`src/rtl/scan_pkg.sv`:
```
// rtl/scan_pkg.sv - shared types and constants for the scan sequencer
//
// Purpose : FSM state encoding and channel-count constants used by the
//           scan sequencer, its interface and the channel-select helper.
// Ports   : none (package).
// Config  : SCAN_MASK_EN (consumed by the importing files).
package scan_pkg;

  localparam int NUM_CH = 8;
  localparam int SEL_W  = 3;

  typedef enum logic {
    IDLE = 1'b0,
    SCAN = 1'b1
  } state_t;

endpackage

```
`src/rtl/scan_sequencer_if.sv`:
```
// rtl/scan_sequencer_if.sv - control/status bundle between host and scan sequencer
//
// Purpose : groups the scan request inputs and the decoder-facing outputs.
// Signals : start, stop, continuous, dwell[DWELL_W], ch_mask[8] (SCAN_MASK_EN
//           only) from the host; sel[3], sel_valid, busy, done, wrap from the
//           sequencer.
// Modports: master = host side, slave = sequencer side.
// Config  : SCAN_MASK_EN adds ch_mask.
interface scan_sequencer_if #(
  parameter int DWELL_W = 8
);
  import scan_pkg::*;

  logic               start;
  logic               stop;
  logic               continuous;
  logic [DWELL_W-1:0] dwell;
`ifdef SCAN_MASK_EN
  logic [NUM_CH-1:0]  ch_mask;
`endif
  logic [SEL_W-1:0]   sel;
  logic               sel_valid;
  logic               busy;
  logic               done;
  logic               wrap;

  modport master (
    output start, stop, continuous, dwell,
`ifdef SCAN_MASK_EN
    output ch_mask,
`endif
    input  sel, sel_valid, busy, done, wrap
  );

  modport slave (
    input  start, stop, continuous, dwell,
`ifdef SCAN_MASK_EN
    input  ch_mask,
`endif
    output sel, sel_valid, busy, done, wrap
  );

endinterface

```
`src/rtl/scan_next_ch.sv`:
```
// rtl/scan_next_ch.sv - combinational next/first/last channel finder
//
// Purpose : given the channel-enable mask and the current index, returns the
//           next higher enabled index, the lowest enabled index and whether
//           the current index is the last enabled one.
// Ports   : i_mask[8] (SCAN_MASK_EN only), i_cur[3] in;
//           o_next[3], o_first[3], o_is_last out.
// Config  : without SCAN_MASK_EN all channels are enabled and this reduces to
//           a plain increment.
module scan_next_ch
  import scan_pkg::*;
(
`ifdef SCAN_MASK_EN
  input  logic [NUM_CH-1:0] i_mask,
`endif
  input  logic [SEL_W-1:0]  i_cur,
  output logic [SEL_W-1:0]  o_next,
  output logic [SEL_W-1:0]  o_first,
  output logic              o_is_last
);

`ifdef SCAN_MASK_EN
  // Both searches run high-to-low so the final assignment is the lowest match.
  always_comb begin
    o_next    = i_cur;
    o_first   = '0;
    o_is_last = 1'b1;
    for (int i = NUM_CH - 1; i >= 0; i--) begin
      if (i_mask[i]) begin
        o_first = SEL_W'(i);
      end
    end
    for (int i = NUM_CH - 1; i >= 0; i--) begin
      if (i_mask[i] && (i > int'(i_cur))) begin
        o_next    = SEL_W'(i);
        o_is_last = 1'b0;
      end
    end
  end
`else
  // 7 + 1 wraps to 0 through natural 3-bit overflow.
  always_comb begin
    o_next    = i_cur + SEL_W'(1);
    o_first   = '0;
    o_is_last = (i_cur == SEL_W'(NUM_CH - 1));
  end
`endif

endmodule

```
`src/rtl/scan_sequencer.sv`:
```
// rtl/scan_sequencer.sv - channel scan sequencer driving the 3-to-8 decoder select
//
// Purpose : on start, steps sel through the enabled channels holding each for
//           dwell+1 cycles; single pass (done pulse) or continuous (wrap pulse).
// Ports   : i_clk, i_rst_n (async active-low); bus (scan_sequencer_if.slave)
//           carrying start/stop/continuous/dwell[/ch_mask] and
//           sel/sel_valid/busy/done/wrap.
// Config  : SCAN_MASK_EN enables ch_mask-based channel skipping.
module scan_sequencer
  import scan_pkg::*;
#(
  parameter int DWELL_W = 8
) (
  input  logic           i_clk,
  input  logic           i_rst_n,
  scan_sequencer_if.slave bus
);

  state_t             r_state;
  logic [SEL_W-1:0]   r_sel;
  logic               r_sel_valid;
  logic               r_busy;
  logic               r_done;
  logic               r_wrap;
  logic               r_cont;
  logic [DWELL_W-1:0] r_dwell;
  logic [DWELL_W-1:0] r_cnt;

  logic [SEL_W-1:0]   w_next;
  logic [SEL_W-1:0]   w_first;
  logic               w_is_last;
  logic               w_any;

`ifdef SCAN_MASK_EN
  logic [NUM_CH-1:0]  r_mask;
  logic [NUM_CH-1:0]  w_mask;

  // In IDLE the finder looks at the live mask so the first channel can be
  // loaded on the start edge; during SCAN it uses the captured copy.
  assign w_mask = (r_state == IDLE) ? bus.ch_mask : r_mask;
  assign w_any  = |bus.ch_mask;

  scan_next_ch u_next_ch (
    .i_mask    (w_mask),
    .i_cur     (r_sel),
    .o_next    (w_next),
    .o_first   (w_first),
    .o_is_last (w_is_last)
  );
`else
  assign w_any = 1'b1;

  scan_next_ch u_next_ch (
    .i_cur     (r_sel),
    .o_next    (w_next),
    .o_first   (w_first),
    .o_is_last (w_is_last)
  );
`endif

  always_ff @(posedge i_clk or negedge i_rst_n) begin
    if (!i_rst_n) begin
      r_state     <= IDLE;
      r_sel       <= '0;
      r_sel_valid <= 1'b0;
      r_busy      <= 1'b0;
      r_done      <= 1'b0;
      r_wrap      <= 1'b0;
      r_cont      <= 1'b0;
      r_dwell     <= '0;
      r_cnt       <= '0;
`ifdef SCAN_MASK_EN
      r_mask      <= '0;
`endif
    end else begin
      // Pulses default low; set only on the cycle they apply.
      r_done <= 1'b0;
      r_wrap <= 1'b0;
      case (r_state)
        IDLE: begin
          r_sel       <= '0;
          r_sel_valid <= 1'b0;
          r_busy      <= 1'b0;
          if (bus.start && !bus.stop && w_any) begin
            r_state     <= SCAN;
            r_cont      <= bus.continuous;
            r_dwell     <= bus.dwell;
            r_cnt       <= bus.dwell;
            r_sel       <= w_first;
            r_sel_valid <= 1'b1;
            r_busy      <= 1'b1;
`ifdef SCAN_MASK_EN
            r_mask      <= bus.ch_mask;
`endif
          end
        end
        SCAN: begin
          if (bus.stop) begin
            // Abort suppresses done/wrap even on the final dwell cycle.
            r_state     <= IDLE;
            r_sel       <= '0;
            r_sel_valid <= 1'b0;
            r_busy      <= 1'b0;
            r_cnt       <= '0;
          end else if (r_cnt != '0) begin
            r_cnt <= r_cnt - DWELL_W'(1);
          end else if (!w_is_last) begin
            r_sel <= w_next;
            r_cnt <= r_dwell;
          end else if (r_cont) begin
            r_sel  <= w_first;
            r_cnt  <= r_dwell;
            r_wrap <= 1'b1;
          end else begin
            r_state     <= IDLE;
            r_sel       <= '0;
            r_sel_valid <= 1'b0;
            r_busy      <= 1'b0;
            r_done      <= 1'b1;
          end
        end
        default: r_state <= IDLE;
      endcase
    end
  end

  assign bus.sel       = r_sel;
  assign bus.sel_valid = r_sel_valid;
  assign bus.busy      = r_busy;
  assign bus.done      = r_done;
  assign bus.wrap      = r_wrap;

endmodule

```
`src/flat_wrapper.sv`:
```
// flat-port wrapper written by rule: the top's interface ports become plain ports
module scan_sequencer_flat import scan_pkg::*;
#(
  parameter int DWELL_W = 8
)
  (i_clk, i_rst_n, bus_start, bus_stop, bus_continuous, bus_dwell, bus_sel, bus_sel_valid, bus_busy, bus_done, bus_wrap);
  scan_sequencer_if #(.DWELL_W(DWELL_W)) bus_i ();
  input  logic i_clk;
  input  logic i_rst_n;
  input wire logic [$bits(bus_i.start)-1:0] bus_start;
  input wire logic [$bits(bus_i.stop)-1:0] bus_stop;
  input wire logic [$bits(bus_i.continuous)-1:0] bus_continuous;
  input wire logic [$bits(bus_i.dwell)-1:0] bus_dwell;
  output wire logic [$bits(bus_i.sel)-1:0] bus_sel;
  output wire logic [$bits(bus_i.sel_valid)-1:0] bus_sel_valid;
  output wire logic [$bits(bus_i.busy)-1:0] bus_busy;
  output wire logic [$bits(bus_i.done)-1:0] bus_done;
  output wire logic [$bits(bus_i.wrap)-1:0] bus_wrap;
  assign bus_i.start = bus_start;
  assign bus_i.stop = bus_stop;
  assign bus_i.continuous = bus_continuous;
  assign bus_i.dwell = bus_dwell;
  assign bus_sel = bus_i.sel;
  assign bus_sel_valid = bus_i.sel_valid;
  assign bus_busy = bus_i.busy;
  assign bus_done = bus_i.done;
  assign bus_wrap = bus_i.wrap;
  scan_sequencer #(.DWELL_W(DWELL_W)) u_core (.i_clk(i_clk), .i_rst_n(i_rst_n), .bus(bus_i));
endmodule
```
`config.mk`:
```
export PLATFORM = sky130hd
export DESIGN_NAME = scan_sequencer_flat
export DESIGN_NICKNAME = d
export VERILOG_FILES = /design/src/rtl/scan_pkg.sv /design/src/rtl/scan_sequencer_if.sv /design/src/rtl/scan_next_ch.sv /design/src/rtl/scan_sequencer.sv /design/src/flat_wrapper.sv
export SDC_FILE = /design/constraint.sdc
export NUM_CORES = 1
export LEC_CHECK = 0
export ABC_AREA = 1
export CORE_MARGIN = 1
export CORE_UTILIZATION = 35
export DETAILED_ROUTE_END_ITERATION = 8
export MAX_ROUTING_LAYER = met4
export PLACE_DENSITY = 0.55
export SLEW_MARGIN = 10
export SYNTH_ARGS = -nofsm -noshare
export SYNTH_HDL_FRONTEND = slang
export SYNTH_SLANG_ARGS = --single-unit
export TNS_END_PERCENT = 1
```
`constraint.sdc`:
```
create_clock -name i_clk -period 1.7 [get_ports i_clk]
set_clock_uncertainty 0.15 [all_clocks]
set_input_delay 0.34 -clock i_clk [delete_from_list [all_inputs] [get_ports i_clk]]
set_output_delay 0.34 -clock i_clk [all_outputs]
set_load 0.01 [all_outputs]
```
==> results of run 1 <==
kinds of logic after synthesis:
family	after synthesis	synth area share [%]
xor gates and xnor gates	3	1.93
DFF	24	44.1
and+or+nand+nor	107	35.5
AOI/OAI and AO/OA	3	1.65
adders and majority gates	4	3.67
muxes	8	6.61
buffers and inverters	18	6.52
power breakdown:
part	internal, µW	total [µW]	switching (µW)
Clock	316	515	200
Combinational	275	603	328
Sequential	670	752	82.2
per-stage QoR:
step / area (µm²) / hold slack (ps) / utilization (%) / setup WS (ps) / power, µW
6_report: 1800 / 270 / 48.9 / 79.7 / 1870
5_1_grt: 1800 / 305 / 48.9 / -14.2 / 1990
3_5_place_dp: 1710 / 342 / 46.3 / -152 / 1350
2_1_floorplan: 1360 / -106 / - / 104 / 1140
3_3_place_gp: 1710 / 332 / 46.3 / -121 / 1330
4_1_cts: 1780 / 282 / 48.1 / 13.2 / 1870
path summary, 6_finish.rpt:
check	start	slack (ps)	depth (start not counted)	to
worst max-delay path	u_core.bus.done	80	1	bus_done
worst min-delay path	i_rst_n	270	2	u_core.bus.done
worst max register to register	u_core.r_cnt[0]	100	9	u_core.r_cnt[4]
worst min register to register	u_core.bus.sel[1]	350	2	u_core.bus.sel[1]
max in group asynchronous	i_rst_n	890	2	u_core.r_cnt[0]
min in group i_clk	u_core.bus.sel[1]	350	2	u_core.bus.sel[1]
timing repair:
action / in CTS / in global routing
resized for setup: 2 / 9
hold buffers: 0 / 0
setup endpoints to repair: 2 / 12
pin swaps: 0 / 1
cell type report:
| cell class | count | area, µm² |
|---|---|---|
| inverter | 12 | 45.0 |
| clock inverter | 1 | 30.0 |
| fill | 362 | 1880 |
| tap | 48 | 60.1 |
| multi-input combinational | 125 | 691 |
| sequential | 24 | 601 |
| clock buffer | 3 | 41.3 |
| timing repair buffer | 34 | 337 |
cells in the mapped netlist, types with 2 or more instances:
library cell and n:
buf_2 2, buf_6 2, dfrtp_1 24, ha_1 4, inv_1 10, inv_2 2, mux2_2 8, nand2_1 57
nand2_2 2, nand3_1 30, nand4_1 2, nor2_1 8, nor2_2 3, nor2_4 2, xor2_1 2
sequential cells by signal (all words and copies together), names as in the netlist:
register / cells
u_core.r_cont: 1
u_core.r_state: 1
u_core.bus.done: 1
u_core.bus.busy: 1
u_core.bus.sel: 3
u_core.r_dwell: 8
u_core.bus.wrap: 1
u_core.r_cnt: 8
metal layers:
metal  part of all wire (%)  vias up  wire [µm]  global-route usage (%)
met5                      0        -          0                       -
li1                       -      601          -                       -
met2                     48       25       1460                    28.9
met3                    3.0        5         91                    2.14
met4                    2.1        0         63                    8.33
met1                     47      564       1420                    21.1
==> impl_metrics.ini, run 1 <==
[run_status]
status = completed

[place]
dp_hpwl_um = 2210
numPortBuffers = 19
gp_congestion = 0.803
placed_cells = 243

[yosys]
ys_seq_area_share_pct = 44.1
synthesis.nets = 184
synth_area_leaders = dfrtp_1 (44%), nand2_1 (16%), nand3_1 (11%)
synth_largest_area_cell = dfrtp_1
synth-warning-count = 0
synth.distinct_cells = 24
ys_async_sr_fraction_pct = 100
ys_seq_elements = 24
synthFlopType = dfrtp_1
avgSynthCellArea_um2 = 8.16
synthCells = 167
yosysTopAreaCellShare_pct = 44.1
netlist_area_mm2 = 0.00136
synth_edf_count = 0

[timing]
rsz0062_at_grt = true
fin_crit_ps = 1620
fmax_ghz = 0.617
slew_headroom_pct = 78.6
hold_viol = 0
period_share_pct = 95.3
setup_tns_ps = 0
drv_slew = 0
worst_pin_slew_ps = 322
finalSetupViolations = 0

[global_route]
antenna_found_initial = 0
grt_pass1_wl_um = 5330
gr-total-overflow = 0
track_usage_pct = 17.5
grt_pass1_vias = 1175
grt_start_max_net_pins = 25

[die]
rows = 22
io_pins = 20
start_util_pct = 36.9
die_w_um = 64.4
fp.dieH_um = 64.4
die-area_mm2 = 0.00415
core_mm2 = 0.00369

[power_and_ir_drop]
ir_drop_mv = 0.384
powerDensity_mw_per_mm2 = 1040
leakage_uw = 0.000929

[setup_path]
slowest_delay_ps = 530
critical_path.top_delay_family = buffers and inverters
end_kind = output pin
start_kind = register
cp.arrival_ps = 1130
crit_buf_inv = 1
path_cells = clkdlybuf4s50_1
crit_type = reg -> out
worstPathMaxFanout = 1
cp_data_required_time_ps = 1210
crit_slowest_cell = clkdlybuf4s50_1

[layout]
mostFrequentLayoutCells = nand2_1 (57), nand3_1 (30), dfrtp_1 (24), clkdlybuf4s50_1 (14), buf_4 (12)
drive_gt1_share_pct = 20.1
synthToLayoutAreaGrowth_pct = 32.4
finalNonFillerCells = 247
final_common_cell = nand2_1
antenna_cells = 0
fin_nets = 217

[drt]
ant_nets = 0
wire_per_inst_um = 12.3
drc_errors = 0
vias = 1195
first_pass_iters = 4
viasPerCell = 4.84
drt-initial-drc-count = 53
detail_route.wirelength_um = 3030

[clocking]
cts_buffers = 3
clkTransAtPathRegs_ps = 90
htree_levels = 1
clockRootBuffer = clkbuf_8
post-cts-setup-buffers = 0
cts.path.max_buffers = 2
cts_tree = done
clock_latency_ps = 280
clock-sinks = 24

[hold_path]
min_path_type = in -> async

[flow_run]
max_cap_viol_count = 0
Power figures use the tool's default switching activity.
==> run 2, diff against run 1 <==
--- a/config.mk
+++ b/config.mk
@@ -6,6 +6,7 @@
 export NUM_CORES = 1
 export LEC_CHECK = 0
 export ABC_AREA = 1
+export CAP_MARGIN = 0
 export CORE_MARGIN = 1
 export CORE_UTILIZATION = 35
 export DETAILED_ROUTE_END_ITERATION = 8
==> results of run 2 <==
Same layout as run 1: the final DEF is identical, and so are final timing and power.
==> run 3, diff against run 2 <==
--- a/config.mk
+++ b/config.mk
@@ -8,10 +8,10 @@
 export ABC_AREA = 1
 export CAP_MARGIN = 0
 export CORE_MARGIN = 1
-export CORE_UTILIZATION = 35
+export CORE_UTILIZATION = 25
 export DETAILED_ROUTE_END_ITERATION = 8
 export MAX_ROUTING_LAYER = met4
-export PLACE_DENSITY = 0.55
+export PLACE_DENSITY = 0.42
 export SLEW_MARGIN = 10
 export SYNTH_ARGS = -nofsm -noshare
 export SYNTH_HDL_FRONTEND = slang
==> constraint.sdc (replaced) <==
create_clock -name i_clk -period 1.5 [get_ports i_clk]
set_clock_uncertainty 0.15 [all_clocks]
set_input_delay 0.3 -clock i_clk [delete_from_list [all_inputs] [get_ports i_clk]]
set_output_delay 0.3 -clock i_clk [all_outputs]
set_load 0.01 [all_outputs]
==> run 3 against run 2 <==
Against the previous run:
- the run now ends with setup timing left
- global-route usage is 3.4 points lower
- combinational power is 38% higher
- worst hold slack lost 48 ps
- via count up 3.9%
- non-clock buffer count grew 14
==> impl_metrics.ini, run 3 (synthesis gave the netlist of run 1 again) <==
[timing]
period_share_pct = 107
worst_slack_ps = -97.6
finalSetupViolations = 9
slew_headroom_pct = 88.1
setup_tns_ps = -700
hold_viol = 0
worst_pin_slew_ps = 178
fmax_ghz = 0.626
drv_slew = 0
rsz0062_at_grt = true
fin_crit_ps = 1600

[setup_path]
path_cells = ha_2, ha_4, nand2_1, nand3b_1, nand2_4, nand2_8, nand2_1, nand2_1
cp_data_required_time_ps = 1520
end_kind = register
critical_path.top_delay_family = simple AND/OR/NAND/NOR gates
crit_buf_inv = 0
crit_slowest_cell = dfrtp_1
crit_type = reg -> reg
start_kind = register
cp.arrival_ps = 1610
slowest_delay_ps = 370
path_common_cell = nand2_1
worstPathMaxFanout = 9
r2r_slack_ps = -100

[global_route]
grt_pass1_vias = 1267
grtUsageMet1_pct = 17.7
antenna_found_initial = 0
track_usage_pct = 14.1
top_usage_layer = met2
grt_use_met2_pct = 23.0
gr-total-overflow = 0
grt_use_met3_pct = 2.91
grt_start_max_net_pins = 25
grt_pass1_wl_um = 5870

[drt]
first_pass_iters = 4
vias = 1242
wire_per_inst_um = 12.5
viasPerCell = 4.39
ant_nets = 0
drc_errors = 0
drt-initial-drc-count = 59
detail_route.wirelength_um = 3550

[die]
die-area_mm2 = 0.00575
io_pins = 20
core_mm2 = 0.00517
start_util_pct = 26.3
die_w_um = 75.8
rows = 26
fp.dieH_um = 75.8

[place]
gp_congestion = 0.861
placed_area_mm2 = 0.00184
dp_hpwl_um = 2560
numPortBuffers = 19

[clocking]
clock-sinks = 24
htree_levels = 1
clock_latency_ps = 270
cts.path.max_buffers = 2
clkTransAtPathRegs_ps = 90
cts_buffers = 3
clockRootBuffer = clkbuf_8
postCtsHoldBufs = 0
cts_tree = done

[power_and_ir_drop]
ir_drop_mv = 0.535
powerDensity_mw_per_mm2 = 1090
leakage_uw = 0.000964

[layout]
regArea_um2 = 601
fin_nets = 231
mostFrequentLayoutCells = nand2_1 (56), nand3_1 (28), buf_4 (25), dfrtp_1 (24), clkdlybuf4s50_1 (12)
fill_cells = 525
fin_area_mm2 = 0.00195
final_common_cell = nand2_1
synthToLayoutAreaGrowth_pct = 43.1
drive_gt1_share_pct = 30.0
multi_input_area_um2 = 737
antenna_cells = 0

[run_status]
status = complete, but fails checks
violations = setup timing

[flow_run]
max_cap_viol_count = 0

[hold_path]
min_path_type = in -> async
[run 3: final timing paths]
check | start | endpoint | cells past startpoint
worst min-delay path | i_rst_n | u_core.bus.done | 2
worst max-delay path | u_core.bus.sel[0] | u_core.r_cnt[7] | 8
min in group i_clk | u_core.r_dwell[1] | u_core.r_dwell[1] | 1
max in group asynchronous | i_rst_n | u_core.r_dwell[0] | 2
worst min register to register | u_core.r_dwell[1] | u_core.r_dwell[1] | 1
worst max register to register | u_core.bus.sel[0] | u_core.r_cnt[7] | 8
[run 3: cell type report]
| type | instances | share of cell area, % |
|---|---|---|
| clock buffer | 4 | 2.82 |
| tap | 70 | 4.49 |
| sequential | 24 | 30.8 |
| inverter | 12 | 2.31 |
| multi-input combinational | 125 | 37.8 |
| timing repair buffer | 48 | 21.8 |
[run 3: through the flow]
stage                     util, %  setup WS [ps]  std cells  hold slack [ps]  total power (µW)
after floorplan                 -          -71.1        167             -146              1290
after global placement       35.6           -265        277              342              1620
after detailed placement     35.6           -263        277              347              1620
after CTS                    36.9           -103        282              224              2100
after global routing         37.7           -194        283              229              2290
final                        37.7          -97.6        283              222              2130
[run 3: per-layer routing]
layer | vias to the layer above | part of all wire [%] | wire length, µm
met3 | 6 | 3.4 | 122
met5 | - | 0 | 0
met2 | 26 | 47 | 1670
met4 | 0 | 2.0 | 71
met1 | 581 | 47 | 1680
li1 | 629 | - | -
[run 3: report_power, final]
group / switching, µW / total [µW] / internal [µW]
Clock: 222 / 457 / 235
Combinational: 425 / 831 / 406
Sequential: 81.3 / 841 / 759
Total: 728 / 2130 / 1400
[run 3: what timing repair did]
action | 4_1_cts | 5_1_grt
buffers inserted | 1 | 1
endpoints found under the setup margin | 21 | 23
gates resized for setup | 14 | 12
pin swaps | 2 | 2
